<file path="src/rtl/ps2_direction_decoder_pkg.sv">
// Shared constants for the PS/2 direction decoder: scan codes, direction encoding,
// FSM state types and the key-to-direction lookup.
package ps2_direction_decoder_pkg;

    localparam logic [7:0] ScExtend     = 8'hE0;
    localparam logic [7:0] ScBreak      = 8'hF0;
    localparam logic [7:0] ScArrowUp    = 8'h75;
    localparam logic [7:0] ScArrowDown  = 8'h72;
    localparam logic [7:0] ScArrowLeft  = 8'h6B;
    localparam logic [7:0] ScArrowRight = 8'h74;
    localparam logic [7:0] ScKeyW       = 8'h1D;
    localparam logic [7:0] ScKeyS       = 8'h1B;
    localparam logic [7:0] ScKeyA       = 8'h1C;
    localparam logic [7:0] ScKeyD       = 8'h23;

    typedef enum logic [1:0] {
        DirLeft  = 2'b00,
        DirRight = 2'b01,
        DirDown  = 2'b10,
        DirUp    = 2'b11
    } dir_e;

    typedef enum logic [1:0] {
        FIdle,
        FData,
        FParity,
        FStop
    } frame_state_e;

    typedef enum logic [1:0] {
        DIdle,
        DExt,
        DBreak,
        DExtBreak
    } dec_state_e;

    typedef struct packed {
        logic hit;
        dir_e dir;
    } key_map_t;

    // Arrow keys live in the extended set, WASD in the base set.
    function automatic key_map_t map_code(input logic [7:0] code, input logic ext);
        key_map_t m;
        m.hit = 1'b1;
        m.dir = DirLeft;
        if (ext) begin
            case (code)
                ScArrowUp:    m.dir = DirUp;
                ScArrowDown:  m.dir = DirDown;
                ScArrowLeft:  m.dir = DirLeft;
                ScArrowRight: m.dir = DirRight;
                default:      m.hit = 1'b0;
            endcase
        end else begin
            case (code)
                ScKeyW:  m.dir = DirUp;
                ScKeyS:  m.dir = DirDown;
                ScKeyA:  m.dir = DirLeft;
                ScKeyD:  m.dir = DirRight;
                default: m.hit = 1'b0;
            endcase
        end
        return m;
    endfunction

endpackage

</file>
<file path="src/rtl/ps2_direction_decoder_if.sv">
// Keyboard-side and result signals of the PS/2 direction decoder.
interface ps2_direction_decoder_if;
    logic       ps2_clk;
    logic       ps2_dat;
    logic       mv_left;
    logic       mv_right;
    logic       mv_down;
    logic       mv_up;
    logic       press_button;
    logic [7:0] scan_code;
    logic       code_valid;
    logic       frame_err;

    modport master (
        output ps2_clk, ps2_dat,
        input  mv_left, mv_right, mv_down, mv_up, press_button, scan_code, code_valid, frame_err
    );

    modport slave (
        input  ps2_clk, ps2_dat,
        output mv_left, mv_right, mv_down, mv_up, press_button, scan_code, code_valid, frame_err
    );
endinterface

</file>
<file path="src/rtl/ps2_frame_rx.sv">
// PS/2 frame receiver: input synchronizers, 11-bit frame FSM with odd parity check
// and an inactivity timeout that aborts partial frames.
module ps2_frame_rx
    import ps2_direction_decoder_pkg::*;
#(
    parameter int unsigned TIMEOUT_CYCLES = 50000
) (
    input  logic       clk,
    input  logic       reset,
    input  logic       ps2_clk_i,
    input  logic       ps2_dat_i,
    output logic [7:0] data_o,
    output logic       done_o,
    output logic       frame_err_o
);

    localparam int unsigned TimeoutW = $clog2(TIMEOUT_CYCLES + 1);
    localparam logic [TimeoutW-1:0] TimeoutLast = TimeoutW'(TIMEOUT_CYCLES - 1);

    logic [1:0]          clk_sync_q;
    logic [1:0]          dat_sync_q;
    logic                clk_prev_q;
    frame_state_e        state_q, state_d;
    logic [2:0]          bit_cnt_q, bit_cnt_d;
    logic [7:0]          shift_q, shift_d;
    logic                parity_ok_q, parity_ok_d;
    logic [TimeoutW-1:0] tmo_q, tmo_d;
    logic                err_q, err_d;
    logic                fall;
    logic                bit_in;

    assign fall   = clk_prev_q & ~clk_sync_q[1];
    assign bit_in = dat_sync_q[1];

    always_ff @(posedge clk or posedge reset) begin
        if (reset) begin
            clk_sync_q  <= 2'b00;
            dat_sync_q  <= 2'b00;
            clk_prev_q  <= 1'b0;
            state_q     <= FIdle;
            bit_cnt_q   <= 3'd0;
            shift_q     <= 8'h00;
            parity_ok_q <= 1'b0;
            tmo_q       <= '0;
            err_q       <= 1'b0;
        end else begin
            clk_sync_q  <= {clk_sync_q[0], ps2_clk_i};
            dat_sync_q  <= {dat_sync_q[0], ps2_dat_i};
            clk_prev_q  <= clk_sync_q[1];
            state_q     <= state_d;
            bit_cnt_q   <= bit_cnt_d;
            shift_q     <= shift_d;
            parity_ok_q <= parity_ok_d;
            tmo_q       <= tmo_d;
            err_q       <= err_d;
        end
    end

    always_comb begin
        state_d     = state_q;
        bit_cnt_d   = bit_cnt_q;
        shift_d     = shift_q;
        parity_ok_d = parity_ok_q;
        tmo_d       = '0;
        err_d       = 1'b0;
        done_o      = 1'b0;

        // Timeout only guards a frame in progress; an idle line may stay quiet forever.
        if (state_q != FIdle && !fall) begin
            if (tmo_q == TimeoutLast) begin
                err_d   = 1'b1;
                state_d = FIdle;
            end else begin
                tmo_d = tmo_q + TimeoutW'(1);
            end
        end

        if (fall) begin
            unique case (state_q)
                FIdle: begin
                    if (!bit_in) begin
                        state_d   = FData;
                        bit_cnt_d = 3'd0;
                    end
                end
                FData: begin
                    shift_d   = {bit_in, shift_q[7:1]};
                    bit_cnt_d = bit_cnt_q + 3'd1;
                    if (bit_cnt_q == 3'd7) begin
                        state_d = FParity;
                    end
                end
                FParity: begin
                    parity_ok_d = ^{shift_q, bit_in};
                    state_d     = FStop;
                end
                FStop: begin
                    state_d = FIdle;
                    if (bit_in && parity_ok_q) begin
                        done_o = 1'b1;
                    end else begin
                        err_d = 1'b1;
                    end
                end
            endcase
        end
    end

    assign data_o      = shift_q;
    assign frame_err_o = err_q;

endmodule

</file>
<file path="src/rtl/ps2_direction_decoder.sv">
// PS/2 keyboard to four direction flags: frame receiver plus make/break decoder
// for arrow keys (extended set) and WASD.
module ps2_direction_decoder
    import ps2_direction_decoder_pkg::*;
#(
    parameter int unsigned TIMEOUT_CYCLES = 50000
) (
    input  logic                    clk,
    input  logic                    reset,
    ps2_direction_decoder_if.slave  bus
);

    logic       rx_done;
    logic [7:0] rx_data;
    logic       rx_err;

    dec_state_e dec_q, dec_d;
    logic [3:0] mv_q, mv_d;
    logic [7:0] scan_q, scan_d;
    logic       valid_q, valid_d;
    key_map_t   key;
    logic       is_ext;
    logic       is_break;

    ps2_frame_rx #(
        .TIMEOUT_CYCLES(TIMEOUT_CYCLES)
    ) u_frame_rx (
        .clk         (clk),
        .reset       (reset),
        .ps2_clk_i   (bus.ps2_clk),
        .ps2_dat_i   (bus.ps2_dat),
        .data_o      (rx_data),
        .done_o      (rx_done),
        .frame_err_o (rx_err)
    );

    always_ff @(posedge clk or posedge reset) begin
        if (reset) begin
            dec_q   <= DIdle;
            mv_q    <= 4'b0000;
            scan_q  <= 8'h00;
            valid_q <= 1'b0;
        end else begin
            dec_q   <= dec_d;
            mv_q    <= mv_d;
            scan_q  <= scan_d;
            valid_q <= valid_d;
        end
    end

    assign is_ext   = (dec_q == DExt) || (dec_q == DExtBreak);
    assign is_break = (dec_q == DBreak) || (dec_q == DExtBreak);
    assign key      = map_code(rx_data, is_ext);

    // Flags are registered on the same edge as scan_code so they move with code_valid.
    always_comb begin
        dec_d   = dec_q;
        mv_d    = mv_q;
        scan_d  = scan_q;
        valid_d = 1'b0;

        if (rx_err) begin
            dec_d = DIdle;
        end

        if (rx_done) begin
            scan_d  = rx_data;
            valid_d = 1'b1;
            if (rx_data == ScExtend && dec_q == DIdle) begin
                dec_d = DExt;
            end else if (rx_data == ScBreak && dec_q == DIdle) begin
                dec_d = DBreak;
            end else if (rx_data == ScBreak && dec_q == DExt) begin
                dec_d = DExtBreak;
            end else begin
                if (key.hit) begin
                    mv_d[key.dir] = ~is_break;
                end
                dec_d = DIdle;
            end
        end
    end

    assign bus.mv_left      = mv_q[DirLeft];
    assign bus.mv_right     = mv_q[DirRight];
    assign bus.mv_down      = mv_q[DirDown];
    assign bus.mv_up        = mv_q[DirUp];
    assign bus.press_button = |mv_q;
    assign bus.scan_code    = scan_q;
    assign bus.code_valid   = valid_q;
    assign bus.frame_err    = rx_err;

endmodule

</file>
<file path="src/flat_wrapper.sv">
// flat-port wrapper written by rule: the top's interface ports become plain ports
module ps2_direction_decoder_flat import ps2_direction_decoder_pkg::*;
#(
    parameter int unsigned TIMEOUT_CYCLES = 50000
)
  (clk, reset, bus_ps2_clk, bus_ps2_dat, bus_mv_left, bus_mv_right, bus_mv_down, bus_mv_up, bus_press_button, bus_scan_code, bus_code_valid, bus_frame_err);
  ps2_direction_decoder_if bus_i ();
  input  logic clk;
  input  logic reset;
  input wire logic [$bits(bus_i.ps2_clk)-1:0] bus_ps2_clk;
  input wire logic [$bits(bus_i.ps2_dat)-1:0] bus_ps2_dat;
  output wire logic [$bits(bus_i.mv_left)-1:0] bus_mv_left;
  output wire logic [$bits(bus_i.mv_right)-1:0] bus_mv_right;
  output wire logic [$bits(bus_i.mv_down)-1:0] bus_mv_down;
  output wire logic [$bits(bus_i.mv_up)-1:0] bus_mv_up;
  output wire logic [$bits(bus_i.press_button)-1:0] bus_press_button;
  output wire logic [$bits(bus_i.scan_code)-1:0] bus_scan_code;
  output wire logic [$bits(bus_i.code_valid)-1:0] bus_code_valid;
  output wire logic [$bits(bus_i.frame_err)-1:0] bus_frame_err;
  assign bus_i.ps2_clk = bus_ps2_clk;
  assign bus_i.ps2_dat = bus_ps2_dat;
  assign bus_mv_left = bus_i.mv_left;
  assign bus_mv_right = bus_i.mv_right;
  assign bus_mv_down = bus_i.mv_down;
  assign bus_mv_up = bus_i.mv_up;
  assign bus_press_button = bus_i.press_button;
  assign bus_scan_code = bus_i.scan_code;
  assign bus_code_valid = bus_i.code_valid;
  assign bus_frame_err = bus_i.frame_err;
  ps2_direction_decoder #(.TIMEOUT_CYCLES(TIMEOUT_CYCLES)) u_core (.clk(clk), .reset(reset), .bus(bus_i));
endmodule
</file>
<file path="config.mk">
export PLATFORM = sky130hd
export DESIGN_NAME = ps2_direction_decoder_flat
export DESIGN_NICKNAME = d
export VERILOG_FILES = /design/src/rtl/ps2_direction_decoder_pkg.sv /design/src/rtl/ps2_direction_decoder_if.sv /design/src/rtl/ps2_frame_rx.sv /design/src/rtl/ps2_direction_decoder.sv /design/src/flat_wrapper.sv
export SDC_FILE = /design/constraint.sdc
export NUM_CORES = 1
export LEC_CHECK = 0
export BUFFER_PORTS_ARGS = -buffer_cell sky130_fd_sc_hd__buf_4
export CORE_ASPECT_RATIO = 1.75
export CORE_MARGIN = 2
export CORE_UTILIZATION = 32
export CTS_BUF_LIST = sky130_fd_sc_hd__clkbuf_8
export CTS_CLUSTER_SIZE = 20
export DETAILED_ROUTE_END_ITERATION = 8
export HOLD_SLACK_MARGIN = 0.06
export SLEW_MARGIN = 15
export SYNTH_ARGS = -nofsm -noshare
export SYNTH_HDL_FRONTEND = slang
export SYNTH_SLANG_ARGS = --single-unit
</file>
<file path="constraint.sdc">
create_clock -name clk -period 3.1 [get_ports clk]
set_input_delay 0.31 -clock clk [delete_from_list [all_inputs] [get_ports clk]]
set_output_delay 0.31 -clock clk [all_outputs]
set_load 0.01 [all_outputs]
</file>
==> results of run 1 <==
## kinds of logic (layout without fill, tap and decap cells)
| logic type | Yosys count | after routing |
|---|---|---|
| AO/OA/AOI/OAI | 28 | 28 |
| XOR/XNOR | 22 | 22 |
| adder cells (fa/ha/maj) | 3 | 3 |
| buffers and inverters | 25 | 36 |
| flip-flops | 51 | 51 |
| multiplexers | 19 | 19 |
| AND/OR/NAND/NOR | 88 | 88 |
## cells in the final DEF (no fill, tap or decap), types with 2 or more instances in the layout
cell type	Yosys	routed
dfrtp_1	51	51
nor2_1	25	25
buf_4	7	18
mux2_2	15	15
nand2_1	13	13
xnor2_1	13	13
inv_1	10	9
o21ai_0	9	9
xor2_1	9	9
nand3_1	8	8
and3_1	7	7
clkbuf_8	0	6
nor3b_1	5	5
nand4_1	5	5
nor2b_1	4	4
o211ai_1	4	4
mux2i_1	4	4
nand2b_1	3	3
and2_1	3	3
nor3_1	3	3
and3b_1	3	3
ha_1	3	3
a22o_1	2	2
and4b_1	2	2
nor4bb_1	2	2
clkinv_2	0	2
and4bb_2	2	2
## how the worst min path moves through the flow
stage,to,start,slack (ns)
after floorplan,u_core.u_frame_rx.clk_sync_q[1],u_core.u_frame_rx.clk_sync_q[0],0.33
after global placement,u_core.u_frame_rx.dat_sync_q[1],u_core.u_frame_rx.dat_sync_q[0],0.35
after global routing,u_core.u_frame_rx.dat_sync_q[0],bus_ps2_dat,0.09
final,u_core.u_frame_rx.clk_sync_q[0],bus_ps2_clk,0.12
after CTS,u_core.u_frame_rx.clk_sync_q[0],bus_ps2_clk,0.11
after detailed placement,u_core.u_frame_rx.clk_sync_q[1],u_core.u_frame_rx.clk_sync_q[0],0.34
## metrics by stage
step | utilization [%] | setup slack (ns)
floorplan | - | 1.536
global placement | 34.39 | 1.209
detailed placement | 34.39 | 1.176
CTS | 35.89 | 1.133
global route | 35.90 | 0.9423
finish | 35.90 | 1.174
## where the power goes
part	switching [mW]	leakage, nW	internal (mW)	total, mW
clock network	0.212	0.0612	0.261	0.474
registers	0.133	0.690	0.723	0.856
logic	0.139	0.555	0.161	0.299
total	0.484	1.31	1.14	1.63
## worst max-delay path: cells and delay by family (launching register included)
| family | cells | cell delay, ns |
|---|---|---|
| DFF | 1 | 0.49 |
| and+or+nand+nor | 2 | 0.71 |
| AOI/OAI and AO/OA | 2 | 0.47 |
| muxes | 1 | 0.14 |
## synth_stat cells (all sizes together)
cell type   n
and4b       2
nand2      13
nand2b      3
and3b       3
buf        13
o31ai       1
xnor2      13
a2bb2oi     1
xor2        9
and2        3
a31o        1
a21oi       1
nor2b       4
mux2       15
dfrtp      51
a21boi      2
o22ai       1
o21ai      11
nand3       8
inv        10
a32oi       1
nor3        3
o2111ai     1
nor4bb      2
a22oi       1
o211ai      4
a41oi       1
a22o        2
ha          3
nor4b       1
nor3b       6
clkbuf      2
nand4       5
nor2       25
mux2i       4
and4bb      3
and3        7
## layout make-up
| cell class | instances | area [um^2] |
|---|---|---|
| clock inverters | 2 | 35.03 |
| multi-input cells | 160 | 1140 |
| fillers | 806 | 5035 |
| clock buffers | 6 | 82.58 |
| flip-flops and latches | 51 | 1276 |
| repair buffers | 18 | 135.1 |
| well taps | 90 | 112.6 |
| inverters | 10 | 38.79 |
## routing by layer
| layer | vias to the layer above | routed length, um | track usage (%) |
|---|---|---|---|
| met5 | - | 0 | 0 |
| met4 | 0 | 51 | 3.892 |
| met3 | 7 | 119 | 2.316 |
| met2 | 27 | 2529 | 22.05 |
| met1 | 823 | 1944 | 13.41 |
| li1 | 832 | - | - |
## sequential cells by signal (all words and copies together), names as in the netlist
| name | cells |
|---|---|
| u_core.u_frame_rx.parity_ok_q | 1 |
| u_core.u_frame_rx.frame_err_o | 1 |
| u_core.mv_q | 4 |
| u_core.bus.scan_code | 8 |
| u_core.u_frame_rx.data_o | 8 |
| u_core.u_frame_rx.clk_sync_q | 2 |
| u_core.u_frame_rx.clk_prev_q | 1 |
| u_core.dec_q | 2 |
| u_core.u_frame_rx.dat_sync_q | 2 |
| u_core.u_frame_rx.state_q | 2 |
| u_core.u_frame_rx.bit_cnt_q | 3 |
| u_core.bus.code_valid | 1 |
| u_core.u_frame_rx.tmo_q | 16 |
==> flow_summary.json, run 1 <==
{
  "outcome": "finished, final reports clean",
  "hold_violations": 0,
  "power-per-cell-area_nw_per_um2": 577.7,
  "place_area_um2": 2701,
  "path_class": "reg2reg",
  "total_power_mw": 1.629,
  "final_nets": 253,
  "syn_area_um2": 2550,
  "min_path_cells": 1,
  "drive_gt1_share_pct": 19.43,
  "yosys_warnings": 0,
  "cts_resized": 0,
  "synth-seq-cells": 51,
  "synthAdderAreaFrac_pct": 1.472,
  "dp_cells": 329,
  "synth_largest_area_cell": "dfrtp_1",
  "fin_crit_ns": 1.926,
  "arrival_ns": 2.11,
  "insertion_delay_ns": 0.30,
  "postCtsHoldBufs": 0,
  "grt.total_usage_pct": 11.92,
  "grt_overflow_total": 0,
  "vias": 1689,
  "h-tree-depth": 2,
  "p_leak_nw": 1.306,
  "cp_max_fo": 14,
  "maxCapViolations": 0,
  "routedWlPerCell_um": 13.78,
  "fin_worst_skew_ns": 0.007401,
  "cts_tree": "yes",
  "worst_pin_slew_ns": 0.8710,
  "synth_top_area_share_pct": 50.05,
  "seq_area_frac_synth_pct": 50.05,
  "std_cell_rows": 43,
  "grt_max_degree": 52,
  "fmax_mhz": 519.3,
  "numPortBuffers": 18,
  "cts-root-buf": "clkbuf_8",
  "r2r_slack_ns": 1.17,
  "instances_no_fill": 337,
  "cpMaxStageDelayCell": "and3_1",
  "reg2reg_depth": 5,
  "grt_pass1_wl_um": 8314,
  "initial_core_util_pct": 32.46,
  "area.growth.synth_to_final_pct": 10.60,
  "crit_path_frequent_cell": "and3_1",
  "start_kind": "flip-flop",
  "viasPerCell": 5.012,
  "dp_hpwl_um": 3264,
  "final_area_um2": 2820,
  "ys_types": 44,
  "cts.path.max_buffers": 2,
  "slew-limit-headroom_pct": 41.87,
  "n_antenna_cell": 0,
  "synth.mux.area_fraction_pct": 8.194,
  "antenna_left": 0,
  "synth_compound_area_share_pct": 7.949,
  "synth_xor_area_share_pct": 7.556,
  "gp_congestion": 0.8243,
  "min-delay-path-class": "in2reg",
  "critical_path.cell_chain": "and3_1, and3_1, a21boi_4, o2111ai_1, mux2i_1",
  "synth_cells": 236,
  "holdWs_ns": 0.1184,
  "clkTransAtPathRegs_ns": 0.09,
  "slew_violations": 0,
  "reg2reg_from": "u_core.u_frame_rx.state_q[1]",
  "grt_pass1_vias": 1691,
  "syn_nets": 243,
  "ys_top_cells_by_area": "dfrtp_1 (50%), mux2_2 (6.6%), xnor2_1 (4.5%)",
  "cts_setup_buffers": 0,
  "first_iter_violations": 90,
  "required_ns": 3.28,
  "cp-startpoint": "u_core.u_frame_rx.state_q[1]",
  "synthSimpleGateAreaFrac_pct": 19.53,
  "numCtsBuffers": 5,
  "finalSetupViolCount": 0,
  "rsz0062_at_grt": "no",
  "drc": 0,
  "ios": 19,
  "die_area_um2": 8727,
  "routed_wl_um": 4644,
  "core_area_um2": 7855,
  "synth.avg_cell_area_um2": 10.80,
  "tns_ns": 0,
  "max_stage_delay_ns": 0.52,
  "synth_top_family_by_area": "simple AND/OR/NAND/NOR gates",
  "period_share_pct": 62.12,
  "ir_drop_v": 0.0002313,
  "antenna_found_initial": 0,
  "first_pass_iters": 4,
  "cp-end-kind": "flip-flop",
  "die-width_um": 71.48,
  "cts.sinks": 51,
  "timing.critical_path.to": "u_core.mv_q[1]",
  "die_h_um": 122.1,
  "reg2reg_to": "u_core.mv_q[1]"
}
Power figures use the tool's default switching activity.
==> run 2: changes to the inputs <==
Clock period 3.1 ns to 1.7 ns, I/O delays scaled along.
==> run 2 against run 1 <==
  * Clock power increased by 84%
  * Via count up 7.5%
  * Final cell count rose by 6.5%
  * Sequential cell count did not move
  * Combinational power is 130% higher
  * Wire length up 8.2%
==> flow_summary.json, run 2 (synthesis results as in run 1) <==
{
  "postLayoutSetupSlackWorst_ns": 0.1023,
  "fmax_mhz": 625.9,
  "fin_worst_skew_ns": 0.005504,
  "tns_ns": 0,
  "grt_pass1_vias": 1863,
  "h-tree-depth": 2,
  "final_cell_mix": "dfrtp_1 (44), buf_4 (35), nor2_1 (25), mux2_2 (15)",
  "cp-startpoint": "u_core.u_frame_rx.data_o[4]",
  "slew-limit-headroom_pct": 71.18,
  "routedWlPerCell_um": 14.00,
  "die-width_um": 71.48,
  "vias": 1815,
  "max_stage_delay_ns": 0.48,
  "rsz0062_at_grt": "no",
  "path_class": "reg2reg",
  "viasPerCell": 5.056,
  "crit_family": "XOR/XNOR gates",
  "outcome": "finished, final reports clean",
  "cpMaxStageDelayCell": "dfrtp_2",
  "largest_reg_flops": 16,
  "area.growth.synth_to_final_pct": 19.28,
  "cts-root-buf": "clkbuf_8",
  "numCtsBuffers": 5,
  "start_kind": "flip-flop",
  "grt_pass1_wl_um": 8942,
  "clkTransAtPathRegs_ns": 0.09,
  "instances_no_fill": 359,
  "core_area_um2": 7855,
  "std_cell_rows": 43,
  "insertion_delay_ns": 0.30,
  "total_power_mw": 3.121,
  "reg2reg_from": "u_core.u_frame_rx.data_o[4]",
  "routed_wl_um": 5027,
  "n_antenna_cell": 0,
  "place_ws_ns": 0.01664,
  "final_nets": 275,
  "drc": 0,
  "die_area_um2": 8727,
  "hold_violations": 0,
  "fin_crit_ns": 1.598,
  "mostFrequentLayoutCell": "dfrtp_1",
  "slew_violations": 0,
  "numPortBuffers": 18,
  "cts_tree": "yes",
  "min-delay-path-class": "reg2reg",
  "p_leak_nw": 1.411,
  "crit_path_frequent_cell": "xnor2_1",
  "worst_pin_slew_ns": 0.4306,
  "largest_register": "u_core.u_frame_rx.tmo_q",
  "drive_gt1_share_pct": 29.37,
  "period_share_pct": 93.98,
  "grt_overflow_total": 0,
  "grt.total_usage_pct": 13.11,
  "antenna_found_initial": 0,
  "arrival_ns": 1.80,
  "antenna_left": 0,
  "r2r_slack_ns": 0.10,
  "critical_path.cell_chain": "buf_4, xnor2_1, xnor2_1, xnor2_1, xor2_1, a31o_2",
  "dp_cells": 344,
  "required_ns": 1.90,
  "die_h_um": 122.1,
  "fillCellCount": 771,
  "gp_congestion": 0.8062,
  "cp_max_fo": 9,
  "initial_core_util_pct": 32.46,
  "dp_hpwl_um": 3673,
  "cts.sinks": 51,
  "first_pass_iters": 4,
  "cp-end-kind": "flip-flop",
  "cts.path.max_buffers": 2,
  "critPathBufInv": 1,
  "ir_drop_v": 0.0004217,
  "grt_max_degree": 36,
  "power-per-cell-area_nw_per_um2": 1026,
  "first_iter_violations": 97,
  "finalSetupViolCount": 0,
  "hold_path_startpoint": "u_core.u_frame_rx.clk_sync_q[0]",
  "maxCapViolations": 0,
  "ios": 19
}
run 2: timing repair:
item | in CTS | in global routing
resized for setup | 0 | 13
endpoints found under the hold margin | 18 | 0
setup buffers | 0 | 4
hold buffers | 3 | 0
endpoints found under the setup margin | 0 | 21
run 2: report_power, final:
part	switching (mW)	internal (mW)	leakage, nW
registers	0.220	1.33	0.680
logic	0.310	0.388	0.670
clock network	0.394	0.476	0.0612
total	0.924	2.20	1.41
run 2: metrics by stage:
| stage | hold slack, ns | cell area, um^2 | utilization (%) |
|---|---|---|---|
| after floorplan | 0.2014 | 2550 | - |
| after global placement | 0.1785 | 2826 | 35.98 |
| after detailed placement | 0.1826 | 2826 | 35.98 |
| after CTS | 0.3583 | 2974 | 37.86 |
| after global routing | 0.3632 | 3042 | 38.72 |
| final | 0.3557 | 3042 | 38.72 |
run 2: routing by layer:
layer / GRT usage [%] / up-vias / share of wire [%]
met1: 14.51 / 907 / 38
met5: 0 / - / 0
met4: 6.250 / 0 / 3.5
met2: 23.61 / 25 / 56
met3: 2.481 / 15 / 2.2
li1: - / 868 / -
run 2: final timing paths:
check                           cells after the start                              end
worst max-delay path                                6    u_core.u_frame_rx.parity_ok_q
worst min-delay path                                0  u_core.u_frame_rx.clk_sync_q[1]
worst max register to register                      6    u_core.u_frame_rx.parity_ok_q
worst min register to register                      0  u_core.u_frame_rx.clk_sync_q[1]
max in group asynchronous                           4      u_core.u_frame_rx.data_o[5]
min in group asynchronous                           3          u_core.bus.scan_code[4]
run 2: layout make-up:
type / instances / area (um^2) / share of cell area (%)
clock buffer: 6 / 82.58 / 2.715
clock inverter: 2 / 35.03 / 1.152
inverter: 10 / 37.54 / 1.234
multi-input combinational: 160 / 1171 / 38.50
sequential: 51 / 1285 / 42.25
tap: 90 / 112.6 / 3.702
timing repair buffer: 40 / 317.8 / 10.45
